`src/rtl/cordic_arb_pkg.sv`:
```
// Shared definitions for the CORDIC magnitude engine arbiter.
// Holds default widths and latency, the in-flight tag type and the
// round-robin search helper used by cordic_sqrt_arbiter.
package cordic_arb_pkg;

    localparam int DATA_WIDTH_DEF  = 18;
    localparam int ENG_LATENCY_DEF = 13;

    // Tag index is sized for the largest supported requester count so the
    // type can live here, independent of the instance's NUM_REQ.
    localparam int MAX_REQ = 8;
    localparam int TAG_IW  = $clog2(MAX_REQ);

    typedef struct packed {
        logic              vld;
        logic [TAG_IW-1:0] idx;
    } tag_t;

    typedef struct packed {
        logic              found;
        logic [TAG_IW-1:0] idx;
    } rr_pick_t;

    // Search from last+1 with modulo-num_req wrap; first eligible wins.
    function automatic rr_pick_t rr_pick(input logic [MAX_REQ-1:0] elig,
                                         input logic [TAG_IW-1:0]  last,
                                         input int                 num_req);
        rr_pick_t          res;
        int                cand;
        logic [TAG_IW-1:0] cand_idx;
        res = '0;
        for (int k = 1; k <= MAX_REQ; k++) begin
            cand     = (int'(last) + k) % num_req;
            cand_idx = cand[TAG_IW-1:0];
            if (k <= num_req && !res.found && elig[cand_idx]) begin
                res.found = 1'b1;
                res.idx   = cand_idx;
            end
        end
        return res;
    endfunction

endpackage

```
`src/rtl/cordic_arb_resp_fifo.sv`:
```
// Per-requester first-word-fall-through response FIFO.
// Latency: a push is visible at the head the cycle after the write edge.
// Backpressure: head is held until pop_rdy; pops of an empty FIFO are ignored.
// Ports: clk/rst, push_vld/push_dat (write), pop_rdy (consume head),
//        head_vld/head_dat (FWFT head, data forced to 0 when empty),
//        count (current occupancy, used for credit accounting upstream).
module cordic_arb_resp_fifo #(
    parameter int DEPTH = 4,
    parameter int WIDTH = 18
) (
    input  logic                       clk,
    input  logic                       rst,
    input  logic                       push_vld,
    input  logic [WIDTH-1:0]           push_dat,
    input  logic                       pop_rdy,
    output logic                       head_vld,
    output logic [WIDTH-1:0]           head_dat,
    output logic [$clog2(DEPTH+1)-1:0] count
);

    localparam int PTR_W = $clog2(DEPTH);
    localparam int CNT_W = $clog2(DEPTH + 1);

    logic [WIDTH-1:0] mem_q [DEPTH];
    logic [WIDTH-1:0] mem_d [DEPTH];
    logic [PTR_W-1:0] wr_ptr_q, wr_ptr_d;
    logic [PTR_W-1:0] rd_ptr_q, rd_ptr_d;
    logic [CNT_W-1:0] cnt_q, cnt_d;
    logic             do_push;
    logic             do_pop;

    always_comb begin
        do_pop  = pop_rdy && (cnt_q != '0);
        // Upstream credit keeps this from ever being full on a push; the
        // guard only protects the array if that contract is broken.
        do_push = push_vld && ((cnt_q != CNT_W'(DEPTH)) || do_pop);
        mem_d   = mem_q;
        if (do_push) begin
            mem_d[wr_ptr_q] = push_dat;
        end
        // DEPTH is a power of two, so natural pointer overflow is the wrap.
        wr_ptr_d = wr_ptr_q + PTR_W'(do_push);
        rd_ptr_d = rd_ptr_q + PTR_W'(do_pop);
        cnt_d    = cnt_q + CNT_W'(do_push) - CNT_W'(do_pop);
    end

    always_ff @(posedge clk) begin
        mem_q <= mem_d;
    end

    always_ff @(posedge clk or posedge rst) begin
        if (rst) begin
            wr_ptr_q <= '0;
            rd_ptr_q <= '0;
            cnt_q    <= '0;
        end else begin
            wr_ptr_q <= wr_ptr_d;
            rd_ptr_q <= rd_ptr_d;
            cnt_q    <= cnt_d;
        end
    end

    assign head_vld = (cnt_q != '0);
    assign head_dat = head_vld ? mem_q[rd_ptr_q] : '0;
    assign count    = cnt_q;

endmodule

```
`src/rtl/cordic_sqrt_arbiter.sv`:
```
// Round-robin sequencer sharing one pipelined CORDIC magnitude engine.
// Latency: accept edge E -> eng_start in cycle E..E+1 -> FIFO write at E+1+ENG_LATENCY.
// Backpressure: a requester is granted only while inflight+count < RESP_DEPTH.
// Ports: req_valid/req_ready/req_x/req_y (packed per-requester operands),
//        resp_valid/resp_ready/resp_data (per-requester FWFT results),
//        eng_start/eng_x/eng_y (registered engine issue), eng_result (engine output).
// Optional macro CORDIC_ARB_PERF_EN adds perf_issue_cnt and perf_stall_cnt.
module cordic_sqrt_arbiter
    import cordic_arb_pkg::*;
#(
    parameter int NUM_REQ     = 4,
    parameter int DATA_WIDTH  = DATA_WIDTH_DEF,
    parameter int ENG_LATENCY = ENG_LATENCY_DEF,
    parameter int RESP_DEPTH  = 4
) (
    input  logic                          clk,
    input  logic                          rst,
    input  logic [NUM_REQ-1:0]            req_valid,
    output logic [NUM_REQ-1:0]            req_ready,
    input  logic [NUM_REQ*DATA_WIDTH-1:0] req_x,
    input  logic [NUM_REQ*DATA_WIDTH-1:0] req_y,
    output logic [NUM_REQ-1:0]            resp_valid,
    input  logic [NUM_REQ-1:0]            resp_ready,
    output logic [NUM_REQ*DATA_WIDTH-1:0] resp_data,
    output logic                          eng_start,
    output logic [DATA_WIDTH-1:0]         eng_x,
    output logic [DATA_WIDTH-1:0]         eng_y,
`ifdef CORDIC_ARB_PERF_EN
    output logic [31:0]                   perf_issue_cnt,
    output logic [31:0]                   perf_stall_cnt,
`endif
    input  logic [DATA_WIDTH-1:0]         eng_result
);

    localparam int CNT_W = $clog2(RESP_DEPTH + 1);
    localparam int SUM_W = CNT_W + 1;

    logic [MAX_REQ-1:0]    elig;
    rr_pick_t              pick;
    logic                  xfer;
    logic [NUM_REQ-1:0]    issue;
    logic [NUM_REQ-1:0]    retire;
    logic [DATA_WIDTH-1:0] sel_x, sel_y;
    logic [CNT_W-1:0]      resp_cnt [NUM_REQ];
    tag_t                  ret_tag;

    logic [TAG_IW-1:0]     last_grant_q, last_grant_d;
    logic                  eng_start_q, eng_start_d;
    logic [TAG_IW-1:0]     eng_idx_q, eng_idx_d;
    logic [DATA_WIDTH-1:0] eng_x_q, eng_x_d;
    logic [DATA_WIDTH-1:0] eng_y_q, eng_y_d;
    logic [CNT_W-1:0]      inflight_q [NUM_REQ];
    logic [CNT_W-1:0]      inflight_d [NUM_REQ];
    tag_t                  tag_q [ENG_LATENCY];
    tag_t                  tag_d [ENG_LATENCY];

    // Arbitration and operand select.
    always_comb begin
        elig = '0;
        for (int i = 0; i < NUM_REQ; i++) begin
            elig[i] = req_valid[i] &&
                      (({1'b0, inflight_q[i]} + {1'b0, resp_cnt[i]}) < SUM_W'(RESP_DEPTH));
        end
        pick = rr_pick(elig, last_grant_q, NUM_REQ);
        // Eligibility already implies req_valid, so a grant is a transfer.
        // Held off during reset so req_ready reads 0 while rst is high.
        xfer      = pick.found && !rst;
        req_ready = '0;
        issue     = '0;
        sel_x     = '0;
        sel_y     = '0;
        for (int i = 0; i < NUM_REQ; i++) begin
            if (pick.idx == TAG_IW'(i)) begin
                req_ready[i] = xfer;
                issue[i]     = xfer;
                sel_x        = req_x[i*DATA_WIDTH +: DATA_WIDTH];
                sel_y        = req_y[i*DATA_WIDTH +: DATA_WIDTH];
            end
        end
    end

    // Engine issue registers and tag pipe.
    always_comb begin
        last_grant_d = xfer ? pick.idx : last_grant_q;
        eng_start_d  = xfer;
        eng_idx_d    = xfer ? pick.idx : eng_idx_q;
        eng_x_d      = xfer ? sel_x : eng_x_q;
        eng_y_d      = xfer ? sel_y : eng_y_q;
        // Stage 0 takes the tag of the op currently on eng_start, so the
        // last stage lines up with the cycle eng_result carries that op.
        tag_d[0].vld = eng_start_q;
        tag_d[0].idx = eng_idx_q;
        for (int k = 1; k < ENG_LATENCY; k++) begin
            tag_d[k] = tag_q[k-1];
        end
    end

    // Retire steering and credit counters.
    always_comb begin
        ret_tag = tag_q[ENG_LATENCY-1];
        retire  = '0;
        for (int i = 0; i < NUM_REQ; i++) begin
            retire[i]     = ret_tag.vld && (ret_tag.idx == TAG_IW'(i));
            // Issue and retire on the same edge cancel out.
            inflight_d[i] = inflight_q[i] + CNT_W'(issue[i]) - CNT_W'(retire[i]);
        end
    end

    always_ff @(posedge clk or posedge rst) begin
        if (rst) begin
            last_grant_q <= TAG_IW'(NUM_REQ - 1);
            eng_start_q  <= 1'b0;
            eng_idx_q    <= '0;
            eng_x_q      <= '0;
            eng_y_q      <= '0;
            for (int i = 0; i < NUM_REQ; i++) begin
                inflight_q[i] <= '0;
            end
            for (int k = 0; k < ENG_LATENCY; k++) begin
                tag_q[k] <= '0;
            end
        end else begin
            last_grant_q <= last_grant_d;
            eng_start_q  <= eng_start_d;
            eng_idx_q    <= eng_idx_d;
            eng_x_q      <= eng_x_d;
            eng_y_q      <= eng_y_d;
            for (int i = 0; i < NUM_REQ; i++) begin
                inflight_q[i] <= inflight_d[i];
            end
            for (int k = 0; k < ENG_LATENCY; k++) begin
                tag_q[k] <= tag_d[k];
            end
        end
    end

    assign eng_start = eng_start_q;
    assign eng_x     = eng_x_q;
    assign eng_y     = eng_y_q;

    for (genvar gi = 0; gi < NUM_REQ; gi++) begin : g_resp
        cordic_arb_resp_fifo #(
            .DEPTH (RESP_DEPTH),
            .WIDTH (DATA_WIDTH)
        ) u_fifo (
            .clk      (clk),
            .rst      (rst),
            .push_vld (retire[gi]),
            .push_dat (eng_result),
            .pop_rdy  (resp_ready[gi]),
            .head_vld (resp_valid[gi]),
            .head_dat (resp_data[gi*DATA_WIDTH +: DATA_WIDTH]),
            .count    (resp_cnt[gi])
        );
    end

`ifdef CORDIC_ARB_PERF_EN
    logic [31:0] perf_issue_cnt_q, perf_issue_cnt_d;
    logic [31:0] perf_stall_cnt_q, perf_stall_cnt_d;

    always_comb begin
        perf_issue_cnt_d = perf_issue_cnt_q;
        perf_stall_cnt_d = perf_stall_cnt_q;
        if (xfer && (perf_issue_cnt_q != '1)) begin
            perf_issue_cnt_d = perf_issue_cnt_q + 32'd1;
        end
        if ((|req_valid) && !xfer && (perf_stall_cnt_q != '1)) begin
            perf_stall_cnt_d = perf_stall_cnt_q + 32'd1;
        end
    end

    always_ff @(posedge clk or posedge rst) begin
        if (rst) begin
            perf_issue_cnt_q <= '0;
            perf_stall_cnt_q <= '0;
        end else begin
            perf_issue_cnt_q <= perf_issue_cnt_d;
            perf_stall_cnt_q <= perf_stall_cnt_d;
        end
    end

    assign perf_issue_cnt = perf_issue_cnt_q;
    assign perf_stall_cnt = perf_stall_cnt_q;
`endif

endmodule
```
`config.mk`:
```
export PLATFORM = sky130hd
export DESIGN_NAME = cordic_sqrt_arbiter
export DESIGN_NICKNAME = d
export VERILOG_FILES = /design/src/rtl/cordic_arb_pkg.sv /design/src/rtl/cordic_arb_resp_fifo.sv /design/src/rtl/cordic_sqrt_arbiter.sv
export SDC_FILE = /design/constraint.sdc
export NUM_CORES = 1
export LEC_CHECK = 0
export CAP_MARGIN = 20
export CORE_MARGIN = 2
export CORE_UTILIZATION = 57
export CTS_CLUSTER_SIZE = 16
export DETAILED_ROUTE_END_ITERATION = 12
export HOLD_SLACK_MARGIN = 0.02
export MAX_ROUTING_LAYER = met4
export PLACE_DENSITY = 0.82
export SYNTH_ARGS = -nofsm -noshare
export SYNTH_HDL_FRONTEND = slang
export SYNTH_SLANG_ARGS = --single-unit
```
`constraint.sdc`:
```
create_clock -name clk -period 18.1 [get_ports clk]
set_clock_uncertainty 0.1 [all_clocks]
set_input_delay 4.525 -clock clk [delete_from_list [all_inputs] [get_ports clk]]
set_output_delay 4.525 -clock clk [all_outputs]
set_load 0.02 [all_outputs]
```
# Word-level counts from Yosys, hierarchy flattened
# Cells that the tools add are included.
[op_classes]
reduce_logical = 42
mux = 52
n_eq_ne = 10
n_bitwise = 12
order_cmp = 20
addsub = 32
[op_table]
columns = ["operator", "n"]
rows = [
  ["two-way mux 18 bit", 24],
  ["bitwise mux 72 bit", 4],
  ["binary-select mux 18 bit (select 2 bit)", 4],
  ["demux 18 bit (select 2 bit)", 4],
  ["adder 3 x 1 -> 3 bit", 8],
  ["greater-or-equal comparator 3 bit (second input constant)", 8],
  ["logical AND 1 bit", 24],
  ["NOT 2 -> 3 bit", 8],
  ["subtractor 3 x 1 -> 3 bit", 8],
  ["adder 2 x 1 -> 2 bit", 8],
  ["adder 3 x 3 -> 4 bit", 4],
  ["less-than comparator 3 x 4 -> 1 bit (second input constant)", 4],
  ["less-than comparator 4 x 3 -> 1 bit (second input constant)", 4],
  ["two-way mux 4 bit", 4],
  ["binary-select mux 1 bit (select 3 bit)", 4],
  ["== test 3 x 2 -> 1 bit (second input constant)", 4],
  ["less-than comparator 3 x 1 -> 1 bit (second input constant)", 4],
  ["!= test 3 bit (second input constant)", 4],
  ["nonzero test 3 bit", 4],
  ["two-way mux 1 bit", 8],
  ["OR reduction 2 bit", 4],
  ["== test 3 x 1 -> 1 bit (second input constant)", 2],
  ["zero test 3 bit", 2],
  ["adder 2 x 1 -> 2 bit (second input constant)", 2],
  ["other kinds (4)", 14],
]
[totals]
output_inout_bits = 117
in_bits = 172
regBits = 422

# Longest topological paths before layout
[depth]
depth_word = 20
mapped_depth = 14
depth_no_buf = 13

# By module
# From an unflattened synthesis, not the netlist that was laid out.
[hier_totals]
hier_cells = 1021
hier_area_um2 = 17340.4
[modules_own_cells]
columns = ["mod", "cells_each", "seq_area_each_um2", "instances", "area_per_inst_um2"]
rows = [
  ["cordic_arb_resp_fifo (g_resp[0].u_fifo ...)", 143, 2337.2, 3, 3131.8],
  ["cordic_sqrt_arbiter", 449, 2304.7, 1, 4814.6],
  ["cordic_arb_resp_fifo (g_resp[3].u_fifo)", 143, 2337.2, 1, 3130.5],
]

# Worst setup path before layout
# OpenSTA, ideal clock, no wires.
[synth_path]
kind = "input port to output port"
from = "input rst"
to = "output req_ready[3]"
cell_stages = 4
t_required_ns = 13.475
t_arrival_ns = 8.463
setup_slack_ns = 5.012
path_cell_list = "inv_1 -> o21ai_1 -> buf_4 -> nor3_1"
[synth_between]
elab_chain_cells = 3
[synth_rtl]
columns = ["element", "line", "text"]
rows = [
  ["from (decl)", "cordic_sqrt_arbiter.sv:17", "input logic rst,"],
  ["zero test 1 bit (no line)", "n/a", ""],
  ["logical AND 1 bit", "cordic_sqrt_arbiter.sv:67", "xfer = pick.found && !rst;"],
  ["two-way mux 1 bit", "cordic_sqrt_arbiter.sv:73", "if (pick.idx == TAG_IW'(i)) begin"],
  ["to (decl)", "cordic_sqrt_arbiter.sv:19", "output logic [NUM_REQ-1:0] req_ready,"],
]
# No other way between the ends.

# Final worst setup path
[layout_path]
from = "input req_valid[2]"
to = "output req_ready[1]"
[layout_between]
elab_chain_cells = 15
elab_cells_between_ends = 22
cone_classes = "eq/ne (1); mux (13); reduce/logical (8)"
[layout_rtl]
columns = ["element", "line", "text"]
rows = [
  ["from (decl)", "cordic_sqrt_arbiter.sv:18", "input logic [NUM_REQ-1:0] req_valid,"],
  ["logical AND 1 bit *", "cordic_sqrt_arbiter.sv:61", "elig[i] = req_valid[i] &&"],
  ["binary-select mux 1 bit (select 3 bit)", "cordic_arb_pkg.sv:35", "if (k <= num_req && !res.found && elig[cand_idx]) begin"],
  ["two-way mux 1 bit (implied by the code)", "cordic_arb_pkg.sv:35", ""],
  ["two-way mux 4 bit", "cordic_arb_pkg.sv:35", ""],
  ["zero test 1 bit", "cordic_arb_pkg.sv:35", ""],
  ["logical AND 1 bit", "cordic_arb_pkg.sv:35", ""],
  ["two-way mux 4 bit", "cordic_arb_pkg.sv:35", ""],
  ["zero test 1 bit", "cordic_arb_pkg.sv:35", ""],
  ["logical AND 1 bit", "cordic_arb_pkg.sv:35", ""],
  ["two-way mux 4 bit", "cordic_arb_pkg.sv:35", ""],
  ["zero test 1 bit", "cordic_arb_pkg.sv:35", ""],
  ["logical AND 1 bit", "cordic_arb_pkg.sv:35", ""],
  ["two-way mux 4 bit *", "cordic_arb_pkg.sv:35", ""],
  ["== test 3 x 1 -> 1 bit / logical AND 1 bit (equally long branches)", "cordic_sqrt_arbiter.sv:73, cordic_sqrt_arbiter.sv:67", ""],
  ["two-way mux 1 bit *", "cordic_sqrt_arbiter.sv:73", ""],
]
# Every way passes the cells marked *; elsewhere a longest branch is shown, timed or not. The select of a mux whose other input is x is not followed.

==> summary.txt <==
Power and ir drop
  – Pint: around 2.5 mW
  – Flop pwr share: 0.343
  – Comb power frac: 0.420
  – Sw frac: 0.354
  – P_leak: 7.82 nW
  – Max IR drop VDD: 0.102 mV
  – Power Density: 179 nW/um^2
  – P_sw: 1.37 mW
  – Clk pwr share: 0.238

Global route
  – Global-route met1 utilization: 0.328
  – Vias in the first global route: approximately 11,000
  – Gr usage total: 0.268
  – GRT Residual Overflow: 0
  – Gr busiest metal: met2
  – Largest net degree at the start of global routing: 82
  – First-pass GRT wire length: 60.5 mm
  – Antenna violations before repair: 0
  – M2 GR Usage: 0.453
  – M3 GR Usage: 0.0469

Critical path
  – Worst path bufs/invs: 5
  – Largest delay share family, worst path: buffers and inverters
  – Arr. time, crit path: 7.75 ns
  – CP Launch Type: input port
  – WS Path Type: in -> out
  – R2r worst-path depth: 15
  – CP max FO: 43
  – Reg2Reg Setup Slack: 14.05 ns
  – R2R Path Start: g_resp[2].u_fifo.count[2]$_DFF_PP0_
  – Max stage delay cell, worst path: clkdlybuf4s50_1
  – Reg-to-reg endpoint: inflight_q[8]$_DFF_PP0_
  – Critical path endpoint category: output pin
  – Crit-path cells: clkdlybuf4s50_1, or4b_4, or2_2, nand2_1, o21ai_4, buf_4, clkinv_1, buf_4, nand2_1, nor2_1, clkdlybuf4s50_1
  – Data required, critical path: ~13 ns
  – Critical Path Max Stage Delay: about 0.65 ns

Clock network
  – H-tree depth: 2
  – Clk buf depth: 3
  – CTS root buffer: clkbuf_16
  – Hold Buf Count CTS: 0
  – CTS tree: built
  – CTS Buf Count: 40
  – Post-CTS setup buffers: 0
  – Clock latency on the worst-skew pair: 0.52 ns
  – Post-cts sizing count: 0
  – Clock sink count: 408
  – Clock-pin slew on the worst setup and hold paths: 0.06 ns

STA
  – Fmax: 80.8 MHz
  – Final setup TNS: 0 ns
  – Final hold viol count: 0
  – Crit path time final: 12.38 ns
  – Max_slew headroom: 0.284
  – Worst slew pin tran: 1.07 ns
  – Final cycle utilization of the critical path: 0.684
  – RSZ-0062 raised after global routing: no
  – Pins Over Slew Limit: 0
  – Setup violators final: 0

Routing
  – DRT antenna net count: 0
  – Residual DRC: 0
  – Drt initial violations: 837
  – Iteration count of the initial detailed-routing pass: 5
  – Total wire length: 39.8 mm
  – DR vias: ~10,000
  – Drt wl/cell: 23.3 um
  – Drt via density: 5.90

Logic synthesis
  – Yosys reg bits: 408
  – Synthesized instance count: 992
  – Async SR Flop Fraction: 0.294
  – Synth top area share: 0.512
  – Synthesized cell area: roughly 17,000 sq um
  – Number of library cell types mapped by synthesis: 50
  – Post-synthesis sequential area ratio: 0.690
  – Syn. warnings: 0
  – Post-synthesis net count: 1,204
  – Synthesized area per cell: between 15 and 20 sq um
  – Dominant cell type by area after synthesis: edfxtp_1
  – Synth area leaders: edfxtp_1 51%, dfrtp_1 17%, mux4_2 9.6%, nor2b_1 2.8%, ha_1 2.4%
  – Primary FF master, synth: edfxtp_1
  – EDFF count, synth: 288

Layout
  – Final core utilization: 0.737
  – Layout cells sized above 1: 0.154
  – Synth-to-Final Area Change: 28.4%
  – Number of diodes: 0
  – Most frequent cells in the layout: 288 x edfxtp_1, 288 x clkdlybuf4s50_1, 118 x dfrtp_1
  – Fin nets: 1,500

Placed design
  – Routability cong.: 0.904
  – Dpl hpwl: 25.0 mm
  – PortBufs: between 200 and 300

Worst hold path
  – Worst Hold End: tag_d[4]$_DFF_PP0_
  – Worst hold start: tag_d[8]$_DFF_PP0_
  – Worst min-delay path class: reg -> reg
  – Hold depth: 0

Floorplanning
  – Die Y: 176 um
  – Rows: 63
  – Die width: 176 um
  – Die ar.: 31,000 sq um
  – Core Box Area: 29,400 sq um
  – Starting Density: 0.574
  – Top Ports: 289

Outcome
  – Status: finished, final reports clean

Run
  – Max cap viols: 0
layout make-up:
| cell class | count | area, sq um |
|---|---|---|
| fill | 1790 | 7720 |
| tap | 390 | 488 |
| inverter | 42 | 160 |
| sequential | 408 | 11700 |
| clock buffer | 51 | 1090 |
| multi-input combinational | 483 | 4810 |
| timing repair buffer | 313 | 3090 |
| clock inverter | 22 | 382 |
metal layers:
metal  part of all wire  vias to the layer above
li1                   -                     4435
met1               0.37                     5077
met2               0.52                      476
met3              0.070                       88
met4              0.037                        0
met5                  0                        -
power by group through the flow:
stage,clock network (mW),logic [mW],registers [mW]
after floorplan,0,1.06,1.32
after global placement,0,1.59,1.33
after detailed placement,0,1.62,1.34
after CTS,0.935,1.64,1.33
after global routing,0.967,1.75,1.35
final,0.921,1.63,1.33
Yosys cell counts, types with 3 or more instances:
library cell	number
o221ai_1	36
xor2_1	8
o31ai_1	29
buf_6	8
and3_1	6
o32ai_1	27
nor2b_1	76
o31ai_2	9
nor3_1	7
nand3_1	3
dfrtp_1	118
ha_1	32
buf_1	3
o32ai_2	9
and3b_1	3
nand2_1	49
a21oi_1	4
mux4_2	72
edfxtp_1	288
buf_4	5
and2_1	3
buf_2	17
nor3b_1	4
inv_1	41
xnor2_1	16
fa_1	8
clkbuf_1	24
o21ai_0	5
nor4b_1	4
nor2_1	50
kinds of logic (layout without fill, tap and decap cells):
family | after synthesis | count (layout) | share of synthesized area
multiplexers | 72 | 72 | 0.0960
AO/OA/AOI/OAI | 131 | 131 | 0.0709
XOR/XNOR | 24 | 24 | 0.0124
adder cells (fa/ha/maj) | 40 | 40 | 0.0332
AND/OR/NAND/NOR | 216 | 216 | 0.0676
flip-flops | 408 | 408 | 0.690
buffers and inverters | 101 | 428 | 0.0296
worst max-delay path by stage:
stage / slack [ns] / depth (start not counted) / from / endpoint
after floorplan: 5.01 / 4 / rst / req_ready[3]
after global placement: 5.72 / 8 / req_valid[0] / req_ready[2]
after detailed placement: 5.72 / 8 / req_valid[0] / req_ready[2]
after CTS: 5.72 / 8 / req_valid[2] / req_ready[2]
after global routing: 5.55 / 8 / req_valid[0] / req_ready[2]
final: 5.72 / 11 / req_valid[2] / req_ready[1]
metrics by stage:
stage	cell area, sq um	hold WS, ns	setup WS, ns	instances	total power, mW
after floorplan	16900	0.231	5.01	992	2.37
after global placement	20200	0.234	5.72	1635	2.93
after detailed placement	20200	0.235	5.72	1635	2.96
after CTS	21700	0.247	5.72	1708	3.90
after global routing	21700	0.249	5.55	1709	4.07
final	21700	0.241	5.72	1709	3.88
registers in the layout, summed over array words and instances, names as in the netlist:
register and count:
g_resp.u_fifo.count 12, g_resp.u_fifo.mem_q 288, inflight_q 12, eng_start 1, g_resp.u_fifo.wr_ptr_q 8, last_grant_q 2, eng_idx_q 2, eng_y 18
eng_x 18, g_resp.u_fifo.rd_ptr_q 8, tag_d 36, ret_tag 3
No activity file was read; power rests on OpenSTA's default activity.
